**config.mk**
```make
export PLATFORM = sky130hd
export DESIGN_NAME = bexkat1_intunit_seq
export DESIGN_NICKNAME = d
export VERILOG_FILES = /design/src/rtl/bexkat1_intunit_seq_pkg.sv /design/src/rtl/bexkat1_intunit_seq_intstep.sv /design/src/rtl/bexkat1_intunit_seq.sv
export SDC_FILE = /design/constraint.sdc
export NUM_CORES = 1
export LEC_CHECK = 0
export BUFFER_PORTS_ARGS = -buffer_cell sky130_fd_sc_hd__buf_2
export CAP_MARGIN = 20
export CORE_MARGIN = 10
export CORE_UTILIZATION = 45
export CTS_BUF_LIST = sky130_fd_sc_hd__clkbuf_4 sky130_fd_sc_hd__clkbuf_8 sky130_fd_sc_hd__clkbuf_16
export DETAILED_ROUTE_END_ITERATION = 12
export HOLD_SLACK_MARGIN = 0.1
export PLACE_DENSITY_LB_ADDON = 0.3
export SLEW_MARGIN = 0
export SYNTH_ARGS = -nofsm -noshare
export SYNTH_HDL_FRONTEND = slang
export SYNTH_SLANG_ARGS = --single-unit
```
**constraint.sdc**
```tcl
create_clock -name clk_i -period 6.5 [get_ports clk_i]
set_input_delay 0.325 -clock clk_i [delete_from_list [all_inputs] [get_ports clk_i]]
set_output_delay 0.325 -clock clk_i [all_outputs]
set_load 0.1 [all_outputs]
```
**src/rtl/bexkat1_intunit_seq_pkg.sv**
```systemverilog
// Shared bexkat1 definitions: integer-unit opcodes, integer-unit FSM states,
// and helpers that classify opcodes.
package bexkat1Def;

    typedef enum bit [3:0] {
        INT_MUL, INT_DIV, INT_MOD, INT_MULU, INT_DIVU, INT_MODU,
        INT_MULX, INT_MULUX, INT_EXT, INT_EXTB, INT_COM, INT_NEG
    } intfunc_t;

    typedef enum bit [1:0] {IU_IDLE, IU_PREP, IU_ITER, IU_FIX} intu_state_t;

    // Any opcode above this one is an illegal code.
    localparam intfunc_t INTFUNC_LAST = INT_NEG;

    function automatic logic is_iter_op(input logic [3:0] f);
        return f <= INT_MULUX;
    endfunction

    function automatic logic is_div_op(input logic [3:0] f);
        return (f == INT_DIV) || (f == INT_MOD) || (f == INT_DIVU) || (f == INT_MODU);
    endfunction

    function automatic logic is_signed_op(input logic [3:0] f);
        return (f == INT_MUL) || (f == INT_MULX) || (f == INT_DIV) || (f == INT_MOD);
    endfunction

endpackage

```
**src/rtl/bexkat1_intunit_seq_intstep.sv**
```systemverilog
// Combinational UNROLL-deep chain of shift-add multiply or restoring-divide
// steps on the {acc, q} register pair.
module bexkat1_intstep #(
    parameter int WIDTH  = 32,
    parameter int UNROLL = 1
) (
    input  logic             div_i,
    input  logic [WIDTH-1:0] acc_i,
    input  logic [WIDTH-1:0] q_i,
    input  logic [WIDTH-1:0] m_i,
    output logic [WIDTH-1:0] acc_o,
    output logic [WIDTH-1:0] q_o
);

    logic [WIDTH-1:0] acc_s [0:UNROLL];
    logic [WIDTH-1:0] q_s   [0:UNROLL];

    assign acc_s[0] = acc_i;
    assign q_s[0]   = q_i;

    genvar gi;
    generate
        for (gi = 0; gi < UNROLL; gi++) begin : g_step
            logic [WIDTH:0]   sum;
            logic [WIDTH:0]   sel;
            logic [WIDTH:0]   sh;
            logic             fits;
            logic [WIDTH-1:0] acc_n;
            logic [WIDTH-1:0] q_n;

            always_comb begin
                // Multiply: add multiplicand when the multiplier LSB is set, then shift right.
                sum  = {1'b0, acc_s[gi]} + {1'b0, m_i};
                sel  = q_s[gi][0] ? sum : {1'b0, acc_s[gi]};
                // Divide: shift next dividend bit into the partial remainder and trial-subtract.
                sh   = {acc_s[gi], q_s[gi][WIDTH-1]};
                fits = (sh >= {1'b0, m_i});
                if (div_i) begin
                    acc_n = fits ? (sh[WIDTH-1:0] - m_i) : sh[WIDTH-1:0];
                    q_n   = {q_s[gi][WIDTH-2:0], fits};
                end else begin
                    acc_n = sel[WIDTH:1];
                    q_n   = {sel[0], q_s[gi][WIDTH-1:1]};
                end
            end

            assign acc_s[gi+1] = acc_n;
            assign q_s[gi+1]   = q_n;
        end
    endgenerate

    assign acc_o = acc_s[UNROLL];
    assign q_o   = q_s[UNROLL];

endmodule

```
**src/rtl/bexkat1_intunit_seq.sv**
```systemverilog
// Multi-cycle bexkat1 integer unit: iterative multiply/divide on magnitudes
// with a final sign fixup, plus single-cycle extend/complement/negate.
module bexkat1_intunit_seq
    import bexkat1Def::*;
#(
    parameter int WIDTH  = 32,
    parameter int UNROLL = 1
) (
    input  logic             clk_i,
    input  logic             rst_i,
    input  logic             start_i,
    input  logic             flush_i,
    input  logic [3:0]       func_i,
    input  logic [WIDTH-1:0] a_i,
    input  logic [WIDTH-1:0] b_i,
    output logic             busy_o,
    output logic             valid_o,
    output logic [WIDTH-1:0] result_o,
    output logic             divzero_o,
    output logic             illegal_o
);

    localparam int N  = WIDTH / UNROLL;
    localparam int CW = (N > 1) ? $clog2(N) : 1;

    intu_state_t      state_q, state_d;
    logic [CW-1:0]    cnt_q, cnt_d;
    logic [3:0]       func_q, func_d;
    logic [WIDTH-1:0] a_q, a_d, b_q, b_d, m_q, m_d;
    logic [WIDTH-1:0] acc_q, acc_d, qr_q, qr_d;
    logic             res_neg_q, res_neg_d, divzero_q, divzero_d;
    logic [WIDTH-1:0] result_q, result_d;
    logic             valid_q, valid_d, dz_out_q, dz_out_d, illegal_q, illegal_d;

    logic [WIDTH-1:0] step_acc, step_q;
    logic             a_neg, b_neg;
    logic [WIDTH-1:0] a_mag, b_mag, quo_s, rem_s;
    logic [2*WIDTH-1:0] prod_s;

    bexkat1_intstep #(.WIDTH(WIDTH), .UNROLL(UNROLL)) u_step (
        .div_i (is_div_op(func_q)),
        .acc_i (acc_q),
        .q_i   (qr_q),
        .m_i   (m_q),
        .acc_o (step_acc),
        .q_o   (step_q)
    );

    always_comb begin
        state_d   = state_q;
        cnt_d     = cnt_q;
        func_d    = func_q;
        a_d       = a_q;
        b_d       = b_q;
        m_d       = m_q;
        acc_d     = acc_q;
        qr_d      = qr_q;
        res_neg_d = res_neg_q;
        divzero_d = divzero_q;
        result_d  = result_q;
        valid_d   = 1'b0;
        dz_out_d  = 1'b0;
        illegal_d = 1'b0;

        a_neg  = a_q[WIDTH-1] & is_signed_op(func_q);
        b_neg  = b_q[WIDTH-1] & is_signed_op(func_q);
        a_mag  = a_neg ? ('0 - a_q) : a_q;
        b_mag  = b_neg ? ('0 - b_q) : b_q;
        prod_s = res_neg_q ? ('0 - {acc_q, qr_q}) : {acc_q, qr_q};
        quo_s  = res_neg_q ? ('0 - qr_q) : qr_q;
        rem_s  = res_neg_q ? ('0 - acc_q) : acc_q;

        case (state_q)
            IU_IDLE: begin
                if (start_i) begin
                    if (is_iter_op(func_i)) begin
                        func_d  = func_i;
                        a_d     = a_i;
                        b_d     = b_i;
                        state_d = IU_PREP;
                    end else begin
                        case (func_i)
                            INT_EXT:  result_d = {{(WIDTH-16){a_i[15]}}, a_i[15:0]};
                            INT_EXTB: result_d = {{(WIDTH-8){a_i[7]}}, a_i[7:0]};
                            INT_COM:  result_d = ~a_i;
                            INT_NEG:  result_d = '0 - a_i;
                            default:  result_d = '0;
                        endcase
                        valid_d   = 1'b1;
                        illegal_d = (func_i > INTFUNC_LAST);
                    end
                end
            end
            IU_PREP: begin
                // Divide keeps the dividend in q and the divisor in m; multiply the reverse.
                m_d       = is_div_op(func_q) ? b_mag : a_mag;
                qr_d      = is_div_op(func_q) ? a_mag : b_mag;
                acc_d     = '0;
                cnt_d     = CW'(N - 1);
                res_neg_d = (func_q == INT_MOD) ? a_neg : (a_neg ^ b_neg);
                divzero_d = is_div_op(func_q) && (b_q == '0);
                state_d   = IU_ITER;
            end
            IU_ITER: begin
                acc_d = step_acc;
                qr_d  = step_q;
                if (cnt_q == '0) state_d = IU_FIX;
                else             cnt_d   = cnt_q - CW'(1);
            end
            IU_FIX: begin
                case (func_q)
                    INT_MUL, INT_MULU:   result_d = prod_s[WIDTH-1:0];
                    INT_MULX, INT_MULUX: result_d = prod_s[2*WIDTH-1:WIDTH];
                    INT_DIV, INT_DIVU:   result_d = divzero_q ? '1 : quo_s;
                    default:             result_d = divzero_q ? a_q : rem_s;
                endcase
                valid_d  = 1'b1;
                dz_out_d = divzero_q;
                state_d  = IU_IDLE;
            end
            default: state_d = IU_IDLE;
        endcase

        // Flush overrides everything, including a same-cycle start.
        if (flush_i) begin
            state_d   = IU_IDLE;
            result_d  = result_q;
            valid_d   = 1'b0;
            dz_out_d  = 1'b0;
            illegal_d = 1'b0;
        end
    end

    always_ff @(posedge clk_i or posedge rst_i) begin
        if (rst_i) begin
            state_q   <= IU_IDLE;
            cnt_q     <= '0;
            func_q    <= '0;
            a_q       <= '0;
            b_q       <= '0;
            m_q       <= '0;
            acc_q     <= '0;
            qr_q      <= '0;
            res_neg_q <= 1'b0;
            divzero_q <= 1'b0;
            result_q  <= '0;
            valid_q   <= 1'b0;
            dz_out_q  <= 1'b0;
            illegal_q <= 1'b0;
        end else begin
            state_q   <= state_d;
            cnt_q     <= cnt_d;
            func_q    <= func_d;
            a_q       <= a_d;
            b_q       <= b_d;
            m_q       <= m_d;
            acc_q     <= acc_d;
            qr_q      <= qr_d;
            res_neg_q <= res_neg_d;
            divzero_q <= divzero_d;
            result_q  <= result_d;
            valid_q   <= valid_d;
            dz_out_q  <= dz_out_d;
            illegal_q <= illegal_d;
        end
    end

    assign busy_o    = (state_q != IU_IDLE);
    assign valid_o   = valid_q;
    assign result_o  = result_q;
    assign divzero_o = dz_out_q;
    assign illegal_o = illegal_q;

endmodule

```
Word-level counts from Yosys, hierarchy flattened
Cells that the tools add are included.
{"block": "totals", "input_bits": 72, "reg_bits": 208, "romBits": 0, "memories": 0, "mem_bits_rw": 0, "latchBits": 0}
{"block": "classes", "muxes": 38, "bitwise_logic": 5, "n_eq_ne": 20, "n_div": 0, "magnitude_cmp": 3, "n_shift": 0, "mul": 0, "n_reduce_logical": 21, "n_addsub": 9}
{"op": "two-way mux 32 bit", "count": 13}
{"op": "one-hot mux 32 bit (2 select lines)", "count": 3}
{"op": "subtractor 1 x 32 -> 32 bit (first input constant)", "count": 5}
{"op": "one-hot mux 32 bit (4 select lines)", "count": 1}
{"op": "one-hot mux 32 bit (3 select lines)", "count": 1}
{"op": "two-way mux 64 bit", "count": 1}
{"op": "subtractor 1 x 64 -> 64 bit (first input constant)", "count": 1}
{"op": "adder 32 x 32 -> 33 bit", "count": 1}
{"op": "greater-or-equal comparator 33 x 32 -> 1 bit", "count": 1}
{"op": "two-way mux 33 bit", "count": 1}
{"op": "logical NOT 32 bit", "count": 1}
{"op": "NOT 32 bit", "count": 1}
{"op": "subtractor 32 bit", "count": 1}
{"op": "equality test 4 x 3 -> 1 bit (second input constant)", "count": 4}
{"op": "equality test 4 bit (second input constant)", "count": 4}
{"op": "two-way mux 1 bit", "count": 10}
{"op": "one-hot mux 5 bit (2 select lines)", "count": 1}
{"op": "!= test 3 bit (second input constant)", "count": 3}
{"op": "equality test 4 x 2 -> 1 bit (second input constant)", "count": 2}
{"op": "two-way mux 2 bit", "count": 4}
{"op": "one-hot mux 2 bit (4 select lines)", "count": 1}
{"op": "logical OR 1 bit", "count": 6}
{"op": "!= test 2 bit (second input constant)", "count": 3}
{"op": "AND reduction 3 bit", "count": 2}
{"op": "other kinds (19)", "count": 25}

Longest topological paths before layout
Gate-level depths: netlist (run 1).
{"block": "logic_depth", "depth_word": 8, "depth_mapped": 13, "depth_no_buf": 13}

Modules after synthesis
Synthesis (run 1) repeated with hierarchy kept, for this count alone.
{"block": "unflattened", "hier_cells": 2332, "area_unflattened_um2": 19030.8}
{"module": "bexkat1_intunit_seq", "area_each_um2": 14263.7, "cells_each": 1619, "seq_area_each_um2": 5205.0, "instances": 1}
{"module": "bexkat1_intstep", "area_each_um2": 4767.1, "cells_each": 713, "seq_area_each_um2": 0.0, "instances": 1}

Worst setup path before layout (run 1)
OpenSTA, ideal clock, no wires.
{"block": "synth_path", "path_type": "reg2reg", "startpoint": "register acc_q[25]", "endpoint": "register acc_q[9]", "path_buffers": 2, "t_required_ns": 6.366, "arrival_time_ns": 3.192, "period_less_slack_ns": 3.326, "setup_slack_ns": 3.174, "setup_ns": 0.134, "path_stages_with_launch": 12, "path_cell_list": "dfrtp_1 > ha_1 > clkbuf_1 > nand4_1 > or4_1 > o31ai_1 > nor4_1 > a22oi_1 > buf_2 > mux2_2 > o21ai_0 > o21ai_0"}
{"block": "synth_between", "elab_chain_len": 4}
{"element": "from (decl)", "line": "bexkat1_intunit_seq.sv:30", "source": "logic [WIDTH-1:0] acc_q, acc_d, qr_q, qr_d;"}
{"element": "from (signal assigned)", "line": "bexkat1_intunit_seq.sv:142", "source": "acc_q <= '0;"}
{"element": "from (signal assigned)", "line": "bexkat1_intunit_seq.sv:157", "source": "acc_q <= acc_d;"}
{"element": "greater-or-equal comparator 33 x 32 -> 1 bit", "line": "bexkat1_intunit_seq_intstep.sv:37", "source": "fits = (sh >= {1'b0, m_i});"}
{"element": "two-way mux 32 bit", "line": "bexkat1_intunit_seq_intstep.sv:39", "source": "acc_n = fits ? (sh[WIDTH-1:0] - m_i) : sh[WIDTH-1:0];"}
{"element": "two-way mux 32 bit", "line": "bexkat1_intunit_seq_intstep.sv:38", "source": "if (div_i) begin"}
{"element": "one-hot mux 32 bit (2 select lines)", "line": "bexkat1_intunit_seq.sv:73", "source": "case (state_q)"}
No other way between the ends.
A chain may end at the register's enable or synchronous reset.

Worst setup path in the final report (run 1)
{"block": "layout_path", "startpoint": "register acc_q[0]", "endpoint": "register result_q[26], in the netlist result_o[26]"}
{"block": "layout_between", "elab_chain_len": 5, "word_cells_on_any_way": 7}
{"element": "subtractor 1 x 32 -> 32 bit", "line": "bexkat1_intunit_seq.sv:71", "source": "rem_s = res_neg_q ? ('0 - acc_q) : acc_q;"}
{"element": "two-way mux 32 bit", "line": "bexkat1_intunit_seq.sv:71"}
{"element": "two-way mux 32 bit", "line": "bexkat1_intunit_seq.sv:115", "source": "default: result_d = divzero_q ? a_q : rem_s;"}
{"element": "one-hot mux 32 bit (3 select lines) *", "line": "bexkat1_intunit_seq.sv:111", "source": "case (func_q)"}
{"element": "one-hot mux 32 bit (2 select lines) *", "line": "bexkat1_intunit_seq.sv:73"}
{"element": "to (signal assigned)", "line": "bexkat1_intunit_seq.sv:161", "source": "result_q <= result_d;"}
{"element": "to (decl)", "line": "bexkat1_intunit_seq.sv:32", "source": "logic [WIDTH-1:0] result_q, result_d;"}
Every way passes the cells marked *; elsewhere a longest branch is shown, timed or not.

==> results of run 1 <==
placed cells by master (no fill, tap or decap), types with 66 or more instances in the layout:
| master | count |
|---|---|
| nand2_1 | 264 |
| nor2_1 | 224 |
| dfrtp_1 | 207 |
| o21ai_0 | 191 |
| a21oi_1 | 186 |
| xnor2_1 | 130 |
| buf_2 | 107 |
| inv_1 | 94 |
| xor2_1 | 89 |
| ha_1 | 74 |
| mux2_2 | 66 |
final timing paths:
path | to | slack [ns] | cells after the start
min | a_q[0] | 0.11 | 3
max reg2reg | result_o[26] | 2.10 | 11
max in group asynchronous | res_neg_q | 4.62 | 4
min reg2reg | cnt_q[0] | 0.46 | 1
max | result_o[26] | 2.10 | 11
min in group asynchronous | cnt_q[3] | 0.35 | 3
per-layer routing:
metal | wire length, µm | up-vias | track usage (%)
met1 | 30200 | 9524 | 36.3
met5 | 30 | - | 0
met4 | 3610 | 4 | 12.3
met2 | 33900 | 1038 | 45.3
li1 | - | 8867 | -
met3 | 6630 | 229 | 5.93
state kept, by name (all words and copies together), names as in the netlist, 2 cells and up:
signal    count
m_q          32
b_q          32
func_q        4
a_q          32
result_o     32
acc_q        32
cnt_q         5
state_q       2
qr_q         32
cell families (layout without fill, tap and decap cells):
family	Yosys count	count (layout)	share of synthesized area [%]
simple gates	754	754	18.8
mux	101	101	6.06
compound gates	767	767	26.4
xor+xnor	219	219	10.3
flops	208	208	27.9
fa+ha+maj	78	78	5.31
buf+inv	264	346	5.32
metrics by stage:
step	hold WS (ns)	worst slack [ns]	cell area [µm²]	util, %
finish	0.112	2.10	21100	51.7
global placement	0.451	2.38	19500	47.7
global route	0.115	1.84	21100	51.7
floorplan	0.391	0.494	18700	-
CTS	0.102	2.28	21100	51.6
detailed placement	0.459	2.34	19500	47.7
critical path, delay by kind of cell, from the launching register on:
family | cells | cell delay (ns)
AND/OR/NAND/NOR | 3 | 1.50
AO/OA/AOI/OAI | 5 | 1.44
flip-flops | 1 | 0.54
buffers and inverters | 1 | 0.26
adder cells (fa/ha/maj) | 1 | 0.25
XOR/XNOR | 1 | 0.25
final cells by class:
class	count	area share, %
clock buffers	32	3.43
clock inverters	18	1.11
inverters	98	1.78
multi-input cells	1919	59.2
flip-flops and latches	208	24.6
well taps	532	3.15
repair buffers	198	6.67
what timing repair did:
| item | 4_1_cts | 5_1_grt |
|---|---|---|
| resized for setup | 0 | 0 |
| hold buffers | 64 | 0 |
| endpoints found under the hold margin | 189 | 0 |
==> key figures, run 1 <==
Synth
  – Async set-reset flop share out of synthesis: 100%
  – Synth unique cells: 80
  – Syn Nets: 2541
  – EDFF count, synth: 0
  – Synth Instances: 2391
  – Most frequent cell after synthesis: nand2_1
  – Largest cells by area after synthesis: dfrtp_1, xnor2_1, nand2_1
  – Post-synth top area cell: dfrtp_1
  – Part of the Yosys area used for sequential elements: 27.9%
  – Synth Warn #: 0
  – Mean Syn Cell Area: 7.81 µm²
  – Top post-synthesis cells by count: nand2_1, nor2_1, dfrtp_1
  – Post-synth top area share: 27.9%
  – Post-Syn Area: 0.0187 mm²
  – #FFs+latches synth: 208
  – Ys flop type: dfrtp_1

Cells and area
  – Multi-input logic area: 0.0125 mm²
  – Register area: 0.00521 mm²
  – Nets: 2602
  – Filler cells: 3908
  – Ratio of cells with drive above 1 in the final layout: 11.3%
  – Ant diodes: 0
  – Final cell count without fillers: 3005
  – P&R area growth vs syn: 13.3%

Worst setup path
  – Arrival time worst endpoint: 4.84 ns
  – Worst setup SP type: flop
  – CP required: 6.95 ns
  – WS Path Type: flop to flop
  – Crit-path slowest cell: nor3b_1
  – CP Cell Sequence: inv_1 > ha_1 > nor3b_1 > nand4_1 > o41ai_1 > xor2_1 > o21ai_0 > a221oi_1 > o21ai_0 > a222oi_1 > nor2_1
  – Kind of end point of the critical path: flop
  – CP most frequent cell: o21ai_0
  – CP peak stage delay: 0.76 ns
  – Reg-to-Reg Start: acc_q[0]
  – Crit path from: acc_q[0]
  – Crit Path Max Fanout: 9

Timing
  – # setup viols final: 0
  – RSZ-0062 raised after global routing: false
  – Setup Skew: 0.0310 ns
  – Setup TNS: 0 ns
  – Fmax: 227 MHz
  – Final Hold Viols: 0
  – Slew headroom: 18.5%
  – Final Cycle Share: 67.6%
  – Slew Viols, Final: 0
  – Final min period: 4.40 ns
  – Worst-Margin Slew: 1.21 ns

GRT
  – Total grt overflow: 0
  – GR Util All Layers: 28.3%
  – Initial antenna violation count: 2
  – Vias in the first global route: 18800
  – Largest net degree at the start of global routing: 142
  – First-pass GRT wire length: 113 mm

Clock network
  – Number of H-tree levels: 1
  – CTS tree: done
  – # clock sinks: 208
  – Bufs on Longest Clock Path: 3
  – Root buffer cell: clkbuf_16
  – Clk Latency, worst-skew pair: 0.59 ns
  – Total CTS buffers: 27
  – Setup Fix Bufs, Post-CTS: 0
  – Reg clk slew, reported paths: 0.07 ns

Min path
  – Hold path start: a_i[0]
  – Tightest Hold Check Type: primary input to flop

Die
  – IO Count: 108
  – Initial core utilization: 45.6%
  – Core Area: 0.0409 mm²
  – DIE AREA: 0.0500 mm²
  – Die Height: 224 µm
  – DIE WIDTH: 224 µm
  – Row cnt: 74

Routing
  – Routed Antenna Nets: 0
  – DR pass1 iterations: 9
  – Wire length after detailed routing: 74.3 mm
  – Starting DRT DRC Count: 2322
  – Via-to-Cell Ratio: 6.54
  – Residual DRC: 0
  – WL/cell: 24.7 µm
  – Via count: 19700

Place
  – DPL Wire Length: 55.0 mm
  – Placed insts: 2890
  – Port bufs: 107
  – Routability Congestion: 1.06

Run status
  – Outcome: completed

Job
  – Max Cap Viol: 0
Power of run 1 is not shown: default switching activity piles up to over one toggle a cycle in this logic, so the estimate is an artifact.
==> run 2: changes to the inputs <==
==> constraint.sdc (replaced) <==
create_clock -name clk_i -period 4.53 [get_ports clk_i]
set_input_delay 0.2265 -clock clk_i [delete_from_list [all_inputs] [get_ports clk_i]]
set_output_delay 0.2265 -clock clk_i [all_outputs]
set_load 0.1 [all_outputs]
==> run 2 against run 1 <==
Global-route usage grew 0.58 points. Cell area rose by 1.7%. Sequential share of layout area down 0.40 points. Highest routed layer is now met4.
==> key figures, run 2 (synthesis results as in run 1) <==
Worst setup path
  – Kind of end point of the critical path: flop
  – CP Cell Sequence: ha_1 > nand3_1 > or3_1 > a211oi_1 > o21ai_0 > a21oi_1 > a21boi_0 > o311ai_0 > a31oi_1 > o32a_1
  – Worst setup SP type: flop
  – Arrival time worst endpoint: 4.45 ns (-0.39 ns)
  – CP required: 4.98 ns (-1.97 ns)
  – Worst reg2reg setup slack: 0.53 ns (-1.57 ns)
  – CP peak stage delay: 0.54 ns (-0.22 ns)
  – Reg2reg path depth: 10 (-1)
  – WS Path Type: flop to flop
  – Crit-path slowest cell: dfrtp_1
  – Crit Path Max Fanout: 11 (+2)

GRT
  – Largest net degree at the start of global routing: 148 (+4.2%)
  – First-pass GRT wire length: 115 mm (+1.5%)
  – Vias in the first global route: 18800 (+0.18%)
  – Initial antenna violation count: 0 (-2)
  – GR Util All Layers: 28.9% (+0.58 points)
  – Total grt overflow: 0 (unchanged)

Die
  – DIE WIDTH: 224 µm (unchanged)
  – Row cnt: 74 (unchanged)
  – DIE AREA: 0.0500 mm² (unchanged)
  – Core Area: 0.0409 mm² (unchanged)
  – Die Height: 224 µm (unchanged)
  – IO Count: 108 (unchanged)
  – Initial core utilization: 45.6% (unchanged)

Clock network
  – Clk Latency, worst-skew pair: 0.58 ns (about the same)
  – Root buffer cell: clkbuf_16
  – Total CTS buffers: 27 (unchanged)
  – Number of H-tree levels: 1 (unchanged)
  – # clock sinks: 208 (unchanged)
  – Reg clk slew, reported paths: 0.06 ns (about the same)
  – Bufs on Longest Clock Path: 3 (unchanged)
  – CTS tree: done
  – Setup Fix Bufs, Post-CTS: 0 (unchanged)

Timing
  – Setup Skew: 0.0155 ns (-0.0155 ns)
  – Final min period: 4.00 ns (-0.396 ns)
  – # setup viols final: 0 (unchanged)
  – Slew headroom: 26.5% (+8.0 points)
  – Setup TNS: 0 ns (unchanged)
  – RSZ-0062 raised after global routing: false
  – Final Hold Viols: 0 (unchanged)
  – Final Cycle Share: 88.3% (+21 points)
  – Fmax: 250 MHz (+9.9%)
  – Slew Viols, Final: 0 (unchanged)
  – Setup ws final: 0.530 ns (-1.57 ns)
  – Worst-Margin Slew: 1.10 ns (-0.107 ns)

Routing
  – WL/cell: 24.7 µm (about the same)
  – Wire length on met3: 6.74 mm (+1.7%)
  – Via-to-Cell Ratio: 6.43 (-1.7%)
  – Residual DRC: 0 (unchanged)
  – Routed Antenna Nets: 0 (unchanged)
  – Max Used Layer: met4
  – Via count: 19600 (-0.34%)
  – Met2 wire length: 34.2 mm (+0.99%)
  – DR pass1 iterations: 6 (-3)
  – Wl on met1: 30.7 mm (+1.7%)
  – Starting DRT DRC Count: 2459 (+5.9%)
  – Wire length after detailed routing: 75.4 mm (+1.4%)

Cells and area
  – Most common cell after layout, fill and taps aside: nand2_1
  – Nets: 2643 (+1.6%)
  – Ant diodes: 0 (unchanged)
  – Ratio of cells with drive above 1 in the final layout: 12.5% (+1.2 points)
  – Most frequent cells in the layout: nand2_1, nor2_1, dfrtp_1
  – Finished Cell Area: 0.0215 mm² (+1.7%)
  – Filler cells: 3882 (-0.67%)
  – P&R area growth vs syn: 15.1%

Min path
  – Tightest Hold Check Type: primary input to flop
  – WHS Path Cells: 2 (-1)

Place
  – Routability Congestion: 1.02 (-3.3%)
  – DP Area: 0.0198 mm² (+1.4%)
  – Pre-CTS setup slack: 0.685 ns (-1.65 ns)
  – DPL Wire Length: 56.2 mm (+2.3%)
  – Port bufs: 107 (unchanged)

Run status
  – Outcome: completed

Job
  – Max Cap Viol: 0 (unchanged)
-- run 2: changes by cell type in the layout (fill, tap and decap cells not counted), moves of 2 or more --
cell and change:
dlygate4sd3_1 +6, buf_4 +33, clkbuf_8 +3, inv_6 -2, buf_12 +3
-- run 2: cell type report --
cell class / count / area (µm²) / share of cell area, %
clock buffers: 34 / 759 / 3.53
clock inverters: 16 / 229 / 1.07
inverters: 98 / 372 / 1.73
multi-input cells: 1919 / 12500 / 58.2
flip-flops and latches: 208 / 5210 / 24.2
well taps: 532 / 666 / 3.10
repair buffers: 239 / 1750 / 8.15
-- run 2: metal layers --
metal	up-vias	global-route usage, %
met3	194	5.76
met1	9501	37.7
met2	976	45.5
met5	-	0
li1	8924	-
met4	0	12.8
-- run 2: critical path, delay by kind of cell, from the launching register on --
family | cells | cell delay (ns)
adders and majority gates | 1 | 0.48
AOI/OAI and AO/OA | 7 | 2.33
DFF | 1 | 0.54
and+or+nand+nor | 2 | 0.55
-- run 2: path summary, 6_finish.rpt --
kind                                start           to
max in group asynchronous           rst_i     acc_q[7]
worst max register to register   acc_q[5]    acc_q[31]
worst max-delay path             acc_q[5]    acc_q[31]
worst min register to register   cnt_q[0]     cnt_q[0]
min in group asynchronous           rst_i  result_o[0]
worst min-delay path            func_i[1]    func_q[1]
-- run 2: what timing repair did --
item,4_1_cts,5_1_grt
resized for setup,0,0
setup endpoints to repair,0,0
hold buffers,70,0
endpoints found under the hold margin,284,0
-- run 2: stage by stage --
stage	instances	hold WS (ns)	utilization, %
global route	3046	0.362	52.5
CTS	3045	0.301	52.5
floorplan	2391	0.293	-
global placement	2925	0.456	48.3
finish	3046	0.343	52.5
detailed placement	2925	0.463	48.3
Power of run 2 is left out for the same reason.
